### src/rtl/tone_sequencer.sv
// rtl/tone_sequencer.sv - sequence-memory playback controller for the tone datapath
// Walks {rest, dur, note} entries on a tempo tick and gates the PWM output.
module tone_sequencer #(
  parameter int IDX_W   = 6,
  parameter int SEQ_LEN = 64,
  parameter int DUR_W   = 4,
  parameter int TICK_W  = 24,
  parameter int GAP_EN  = 1
) (
  input  logic                 clk,
  input  logic                 rst_n,
  input  logic                 start_i,
  input  logic                 stop_i,
  input  logic                 pause_i,
  input  logic                 loop_i,
  input  logic [TICK_W-1:0]    tempo_i,
  output logic [IDX_W-1:0]     seq_addr_o,
  input  logic [DUR_W+IDX_W:0] seq_data_i,
  output logic [IDX_W-1:0]     note_index_o,
  output logic                 gate_o,
  output logic                 busy_o,
  output logic                 step_o,
  output logic                 done_o
);

  typedef enum logic [2:0] {IDLE, FETCH, PLAY, GAP, DONE} state_t;

  state_t              state;
  logic [IDX_W-1:0]    seq_addr;
  logic [IDX_W-1:0]    note_index;
  logic [DUR_W-1:0]    dur_cnt;
  logic                rest;
  logic [TICK_W-1:0]   tick_cnt;

  logic                fetch_rest;
  logic [DUR_W-1:0]    fetch_dur;
  logic [IDX_W-1:0]    fetch_note;
  logic                is_end;
  logic [TICK_W-1:0]   tick_max;
  logic                timing;
  logic                tick;
  logic                at_last;
  state_t              end_state;
  logic [IDX_W-1:0]    end_addr;
  state_t              adv_state;
  logic [IDX_W-1:0]    adv_addr;

  assign {fetch_rest, fetch_dur, fetch_note} = seq_data_i;
  assign is_end   = fetch_rest && (&fetch_note);
  assign tick_max = (tempo_i == '0) ? '0 : tempo_i - TICK_W'(1);
  assign timing   = ((state == PLAY) || (state == GAP)) && !pause_i;
  assign tick     = timing && (tick_cnt == tick_max);
  assign at_last  = (seq_addr == IDX_W'(SEQ_LEN - 1));

  // End of sequence either wraps to entry 0 or finishes; advance reuses it on the last entry.
  always_comb begin
    end_state = loop_i ? FETCH : DONE;
    end_addr  = loop_i ? '0 : seq_addr;
    adv_state = FETCH;
    adv_addr  = seq_addr + IDX_W'(1);
    if (at_last) begin
      adv_state = end_state;
      adv_addr  = end_addr;
    end
  end

  always_ff @(posedge clk or negedge rst_n) begin
    if (!rst_n) begin
      state      <= IDLE;
      seq_addr   <= '0;
      note_index <= '0;
      dur_cnt    <= '0;
      rest       <= 1'b0;
      tick_cnt   <= '0;
    end else if (stop_i) begin
      state    <= IDLE;
      seq_addr <= '0;
      tick_cnt <= '0;
    end else begin
      if (timing) begin
        tick_cnt <= tick ? '0 : tick_cnt + TICK_W'(1);
      end
      case (state)
        IDLE: begin
          if (start_i) begin
            state    <= FETCH;
            seq_addr <= '0;
            tick_cnt <= '0;
          end
        end
        FETCH: begin
          note_index <= fetch_note;
          dur_cnt    <= fetch_dur;
          rest       <= fetch_rest;
          if (is_end) begin
            state    <= end_state;
            seq_addr <= end_addr;
          end else begin
            state <= PLAY;
          end
        end
        PLAY: begin
          if (tick) begin
            if (dur_cnt == '0) begin
              if (GAP_EN != 0) begin
                state <= GAP;
              end else begin
                state    <= adv_state;
                seq_addr <= adv_addr;
              end
            end else begin
              dur_cnt <= dur_cnt - DUR_W'(1);
            end
          end
        end
        GAP: begin
          if (tick) begin
            state    <= adv_state;
            seq_addr <= adv_addr;
          end
        end
        DONE: begin
          state    <= IDLE;
          seq_addr <= '0;
        end
        default: begin
          state    <= IDLE;
          seq_addr <= '0;
        end
      endcase
    end
  end

  assign seq_addr_o   = seq_addr;
  assign note_index_o = note_index;
  assign gate_o       = (state == PLAY) && !rest && !pause_i;
  assign busy_o       = (state != IDLE);
  assign step_o       = (state == FETCH);
  assign done_o       = (state == DONE);

endmodule

### config.mk
export PLATFORM = sky130hd
export DESIGN_NAME = tone_sequencer
export DESIGN_NICKNAME = d
export VERILOG_FILES = /design/src/rtl/tone_sequencer.sv
export SDC_FILE = /design/constraint.sdc
export NUM_CORES = 1
export LEC_CHECK = 0
export ABC_AREA = 1
export ABC_CLOCK_PERIOD_IN_PS = 4400
export BUFFER_PORTS_ARGS = -buffer_cell sky130_fd_sc_hd__buf_4
export CORE_MARGIN = 1
export CORE_UTILIZATION = 31
export DETAILED_ROUTE_END_ITERATION = 6
export PLACE_DENSITY = 0.51
export SYNTH_ARGS = -nofsm -noshare
export SYNTH_HDL_FRONTEND = slang
export SYNTH_SLANG_ARGS = --single-unit
### constraint.sdc
create_clock -name clk -period 4.4 [get_ports clk]
set_input_delay 0.44 -clock clk [delete_from_list [all_inputs] [get_ports clk]]
set_output_delay 0.44 -clock clk [all_outputs]
set_load 0.05 [all_outputs]
======== Yosys cells after proc, flatten, opt, wreduce, memory -nomap -nowiden ========
Index checks and enable logic that the tools add are counted.
storage, ports and cells
  register bits ........................... 44
  input bits .............................. 41
  output and inout bits ................... 16
  word-level logic and storage cells ...... 68
cells by class
  $add $sub $neg .......................... 4
  equal/unequal tests ..................... 14
  muxes and demuxes ....................... 25
  bitwise logic cells ..................... 1
  reductions and logical operators ........ 18
operator list
  kind                   count
  $mux 24                6
  $mux 6                 6
  $add 24x1->24 const B  1
  $eq 24x24->1           1
  $logic_not 24->1       1
  $mux 3                 8
  $pmux 6 s4             1
  $sub 24x1->24 const B  1
  $ne 3x3->1 const B     4
  $pmux 3 s4             1
  $reduce_and 4->1       3
  $mux 4                 2
  $pmux 4 s2             1
  $add 6x1->6 const B    1
  $eq 3x2->1 const B     2
  $eq 6x6->1 const B     1
  $ne 2x2->1 const B     3
  $reduce_and 6->1       1
  $logic_and 1x1->1      5
  $logic_not 4->1        1
  $sub 4x1->4 const B    1
  $eq 3x1->1 const B     1
  $eq 3x3->1 const B     1
  $logic_not 3->1        1
  7 further kinds        8

======== Longest topological paths before layout ========
  depth after elaboration ................. 9
  mapped depth ............................ 19
  mapped depth without buffers ............ 19

======== Worst setup path before layout ========
OpenSTA, ideal clock, no wires.
  path type ............................... register to register
  start ................................... reg state[2]
  end ..................................... reg seq_addr[0], in the netlist seq_addr_o[0]
  setup time .............................. 0.067 ns
  arrival ................................. 2.329 ns
  data required time ...................... 4.333 ns
  setup slack ............................. 2.004 ns
  stages on the path, launching flop included .. 10
  buffers on the path ..................... 0
  period minus slack after synthesis ...... 2.396 ns
  cells stage by stage .................... dfrtp_1 nor2_1 inv_1 nor2_1 inv_1 a21oi_1 o21ai_1 nand3_2 nand2_1 nand2_1
on the way
  elaborated cells between the ends (all ways) .. 14
  classes of those cells .................. eq/ne (7); mux (2); reduce/logical (5)
RTL lines
  element                                                             line  RTL
  start: declaration                                                  28    state_t state;
  start signal: assignment                                            96    state <= end_state;
  start signal: assignment                                            108   state <= adv_state;
  start signal: assignment                                            118   state <= adv_state;
  $eq 3x1->1 *                                                        --
  named net step_o                                                    22    output logic step_o,
  $ne 3x2->1 (no source line) / $pmux 6 s4 (equally long branches)    --
  $reduce_and 4->1 (no source line) / $mux 6 (equally long branches)  --
  end signal: assignment                                              97    seq_addr <= end_addr;
  end signal: assignment                                              109   seq_addr <= adv_addr;
  end signal: assignment                                              119   seq_addr <= adv_addr;
  end: declaration                                                    29    logic [IDX_W-1:0] seq_addr;
The timed path passes the listed nets; every way through them passes the cells marked *.
A chain may end at the register's enable or synchronous reset.

======== Worst setup path in the final report ========
  start ................................... in tempo_i[0]
  end ..................................... reg tick_cnt[18]
on the way
  cells in the longest elaborated chain, start to end .. 9
  elaborated cells between the ends (all ways) .. 10
  classes of those cells .................. add/sub (1); eq/ne (1); mux (6); reduce/logical (2)
ends and longest elaborated chain
  element                                                   line  RTL
  start: declaration                                        16    input logic [TICK_W-1:0] tempo_i,
  $sub 24x1->24 / $logic_not 24->1 (equally long branches)  50    assign tick_max = (tempo_i == '0) ? '0 : tempo_i - TICK_W'(1);
  $mux 24 *                                                 50
  $eq 24x24->1 *                                            52    assign tick = timing && (tick_cnt == tick_max);
  $logic_and 1x1->1 *                                       52
  $mux 24 *                                                 81    tick_cnt <= tick ? '0 : tick_cnt + TICK_W'(1);
  $mux 24 *                                                 80    if (timing) begin
  $mux 24                                                   85    if (start_i) begin
  $mux 24 *                                                 83    case (state)
  $mux 24 *                                                 75    end else if (stop_i) begin
  end signal: assignment                                    81
  end: declaration                                          33    logic [TICK_W-1:0] tick_cnt;
Mark *: on every way between the ends. The rest lies on a longest branch, timed or not.

==> run_results.csv <==
group,metric,value,unit
status,status,"completed",
setup_path,crit_path_end_kind,"flip-flop",
drt,top_layer,"met4",
power_and_ir_drop,p_leak,2.29,nW
sta,skew,0.00473,ns
drt,routedWlPerCell,12.9,um
yosys,synthArstFlopShare,100,%
floorplan,coreArea,12200,um2
sta,hold_slack,0.162,ns
yosys,yosys_warnings,0,
layout,drive_above_1_share,12.9,%
global_routing,grt_max_degree,49,
drt,dr_total_vias,4176,
place,port_buffers,56,
drt,first_pass_iters,4,
cts,clk_path_buf_depth,2,
yosys,yosysTopAreaCell,"dfrtp_1",
yosys,synth_seq_cells,44,
setup_path,crit_fanout,48,
place,dpl.cell_count,856,
sta,fin_crit_sh,69.5,%
yosys,synth_top_area_share,28.1,%
drt,drt_iter0_drc,246,
layout,fin_util,38.0,%
layout,syn2layout_area_growth,18.0,%
sta,final_max_slew_viol_count,0,
sta,fin_crit,3.06,ns
min_path,hold_path.class,"in -> async",
sta,setup_tns,0,ns
yosys,ys_types,39,
cts,postCtsSetupBuffers,0,
global_routing,grt_pass1_vias,3976,
drt,wl_met2,4.98,mm
drt,postRouteAntennaNets,0,
place,hpwlAfterDp,9.05,mm
run,cap_violations,0,
sta,fmax,0.327,GHz
setup_path,critical_path.startpoint_type,"input port",
sta,rsz0062_at_grt,"no",
yosys,synth_common_cells,"199 x nand2_1, 91 x inv_1, 87 x nor2_1",
yosys,synthMuxAreaShare,0,%
floorplan,die_w,114,um
global_routing,grt_pass1_wl,18.5,mm
drt,wl_met1,5.34,mm
cts,cts_resized,0,
drt,wirelength,11.2,mm
yosys,synth_adder_area_share,1.28,%
setup_path,cp.required,4.53,ns
cts,cts_buffers,5,
cts,cts_sinks,44,
yosys,synthFlopType,"dfrtp_1",
sta,worst_pin_slew,0.717,ns
cts,ctsHoldBuffers,0,
cts,cts_root_buf,"clkbuf_16",
yosys,synth_top_family_by_area,"simple AND/OR/NAND/NOR gates",
floorplan,rows,40,
power_and_ir_drop,power_frac_seq,34.1,%
yosys,synth_nets,686,
global_routing,antenna_found_initial,0,
layout,fin_cells,864,
floorplan,die_h,114,um
power_and_ir_drop,power.total,1.49,mW
sta,hold_violations,0,
global_routing,grt.overflow.total,0,
place,pre_cts_slack,1.00,ns
drt,drc_errors,0,
power_and_ir_drop,powerDensity,323,nW/um2
cts,cts_tree,"yes",
layout,antenna_cells,0,
sta,setup_slack,1.34,ns
layout,fillCellCount,1359,
drt,via_per_inst,4.83,
cts,htree_num_levels,2,
yosys,synth_edf_count,0,
floorplan,initial_core_util,32.2,%
power_and_ir_drop,p_clk_share,25.1,%
yosys,synthesis.area,3920,um2
cts,insertion_delay,0.28,ns
yosys,yosys.area_share.xor_xnor,2.90,%
power_and_ir_drop,switching_share,41.3,%
global_routing,grt_use_total,17.7,%
layout,design_area,4630,um2
yosys,syn_area_per_cell,6.12,um2
sta,setup_violations,0,
floorplan,io_pins,57,
power_and_ir_drop,switching_power,616,uW
place,routabilityCongestion,0.932,
power_and_ir_drop,p_int,877,uW
floorplan,die-area,13100,um2
place,placed_area,4480,um2
yosys,synth-compound-area-share,6.51,%
drt,wl_met3,519,um
yosys,synth-seq-area-share,28.1,%
power_and_ir_drop,p_comb_share,40.8,%
power_and_ir_drop,irDropWorstVdd,237,uV
cts,path_clk_slew,0.06,ns
setup_path,cp.arrival,3.19,ns
sta,slew-limit-headroom,52.1,%
setup_path,critPathKind,"in -> reg",
yosys,synthCells,641,
yosys,synth_most_common_cell,"nand2_1",
layout,nets,740,
yosys,ys_top_cells_by_area,"dfrtp_1 28%, nand2_1 19%, inv_1 8.7%",
yosys,yosys.area_share.simple,50.4,%
cells by family after synthesis:
group / count (synthesis)
and+or+nand+nor: 433
DFF: 44
xor gates and xnor gates: 13
buffers and inverters: 102
adders and majority gates: 4
AOI/OAI and AO/OA: 45
sequential cells by signal (all words and copies together) (netlist names):
signal,count
tick_cnt,24
note_index_o,6
dur_cnt,4
state,3
rest,1
seq_addr_o,6
power groups by stage:
stage	clock, mW	combinational (mW)	sequential, mW
2_1_floorplan	0	0.332	0.603
3_3_place_gp	0	0.609	0.517
3_5_place_dp	0	0.613	0.517
4_1_cts	0.389	0.616	0.510
5_1_grt	0.401	0.678	0.518
6_report	0.374	0.609	0.509
layout by cell type, fill, tap and decap left out, types with 2 or more instances in the layout:
master / instances
a21oi_1: 10
a32o_1: 2
buf_4: 56
clkbuf_16: 5
clkinv_1: 2
dfrtp_1: 44
ha_1: 4
inv_1: 91
nand2_1: 199
nand2_2: 6
nand3_1: 63
nand3_2: 3
nand3b_1: 3
nand4_1: 29
nor2_1: 87
nor2_2: 10
nor3_1: 19
nor3_2: 2
nor3b_1: 4
o21ai_0: 23
o21bai_1: 2
o22ai_1: 2
xnor2_1: 2
xor2_1: 11
path summary, 6_finish.rpt:
check                           cells after the start                     endpoint                   startpoint  slack [ns]
worst min-delay path                                1    seq_addr_o[3]$_DFFE_PN0P_                        rst_n        0.16
worst min register to register                      2  note_index_o[3]$_DFFE_PN0P_  note_index_o[3]$_DFFE_PN0P_        0.48
worst max register to register                      9    seq_addr_o[4]$_DFFE_PN0P_         state[2]$_DFFE_PN0P_        1.89
max in group asynchronous                           1        tick_cnt[6]$_DFF_PN0_                        rst_n        3.84
worst max-delay path                               16       tick_cnt[18]$_DFF_PN0_                   tempo_i[0]        1.34
min in group clk                                    3  note_index_o[1]$_DFFE_PN0P_                seq_data_i[1]        0.37
per-layer routing:
layer / global-route usage [%] / vias up
met4: 6.93 / 0
met1: 24.0 / 1847
met3: 1.27 / 24
met2: 29.1 / 136
li1: - / 2169
met5: 0 / -
critical path: stages:
cell and delay [ns]:
buf_4 0.11, inv_1 0.10, ha_1 0.24, nand2_2 0.14
nor2_8 0.22, nand3_4 0.43, nand3_1 0.24, nand2_1 0.06
nand2_1 0.08, nand2_1 0.06, nor2_1 0.09, nand2_1 0.06
nor2_1 0.12, nand3_2 0.10, nand2_1 0.55, nor3b_1 0.13
layout make-up:
class	instances	area (um2)	share of cell area, %
well taps	168	210	4.54
repair buffers	56	420	9.09
inverters	93	349	7.55
clock buffers	7	143	3.08
multi-input cells	495	2390	51.8
flip-flops and latches	44	1100	23.8
clock inverters	1	7.51	0.162
(Power assumes the default switching activity.)
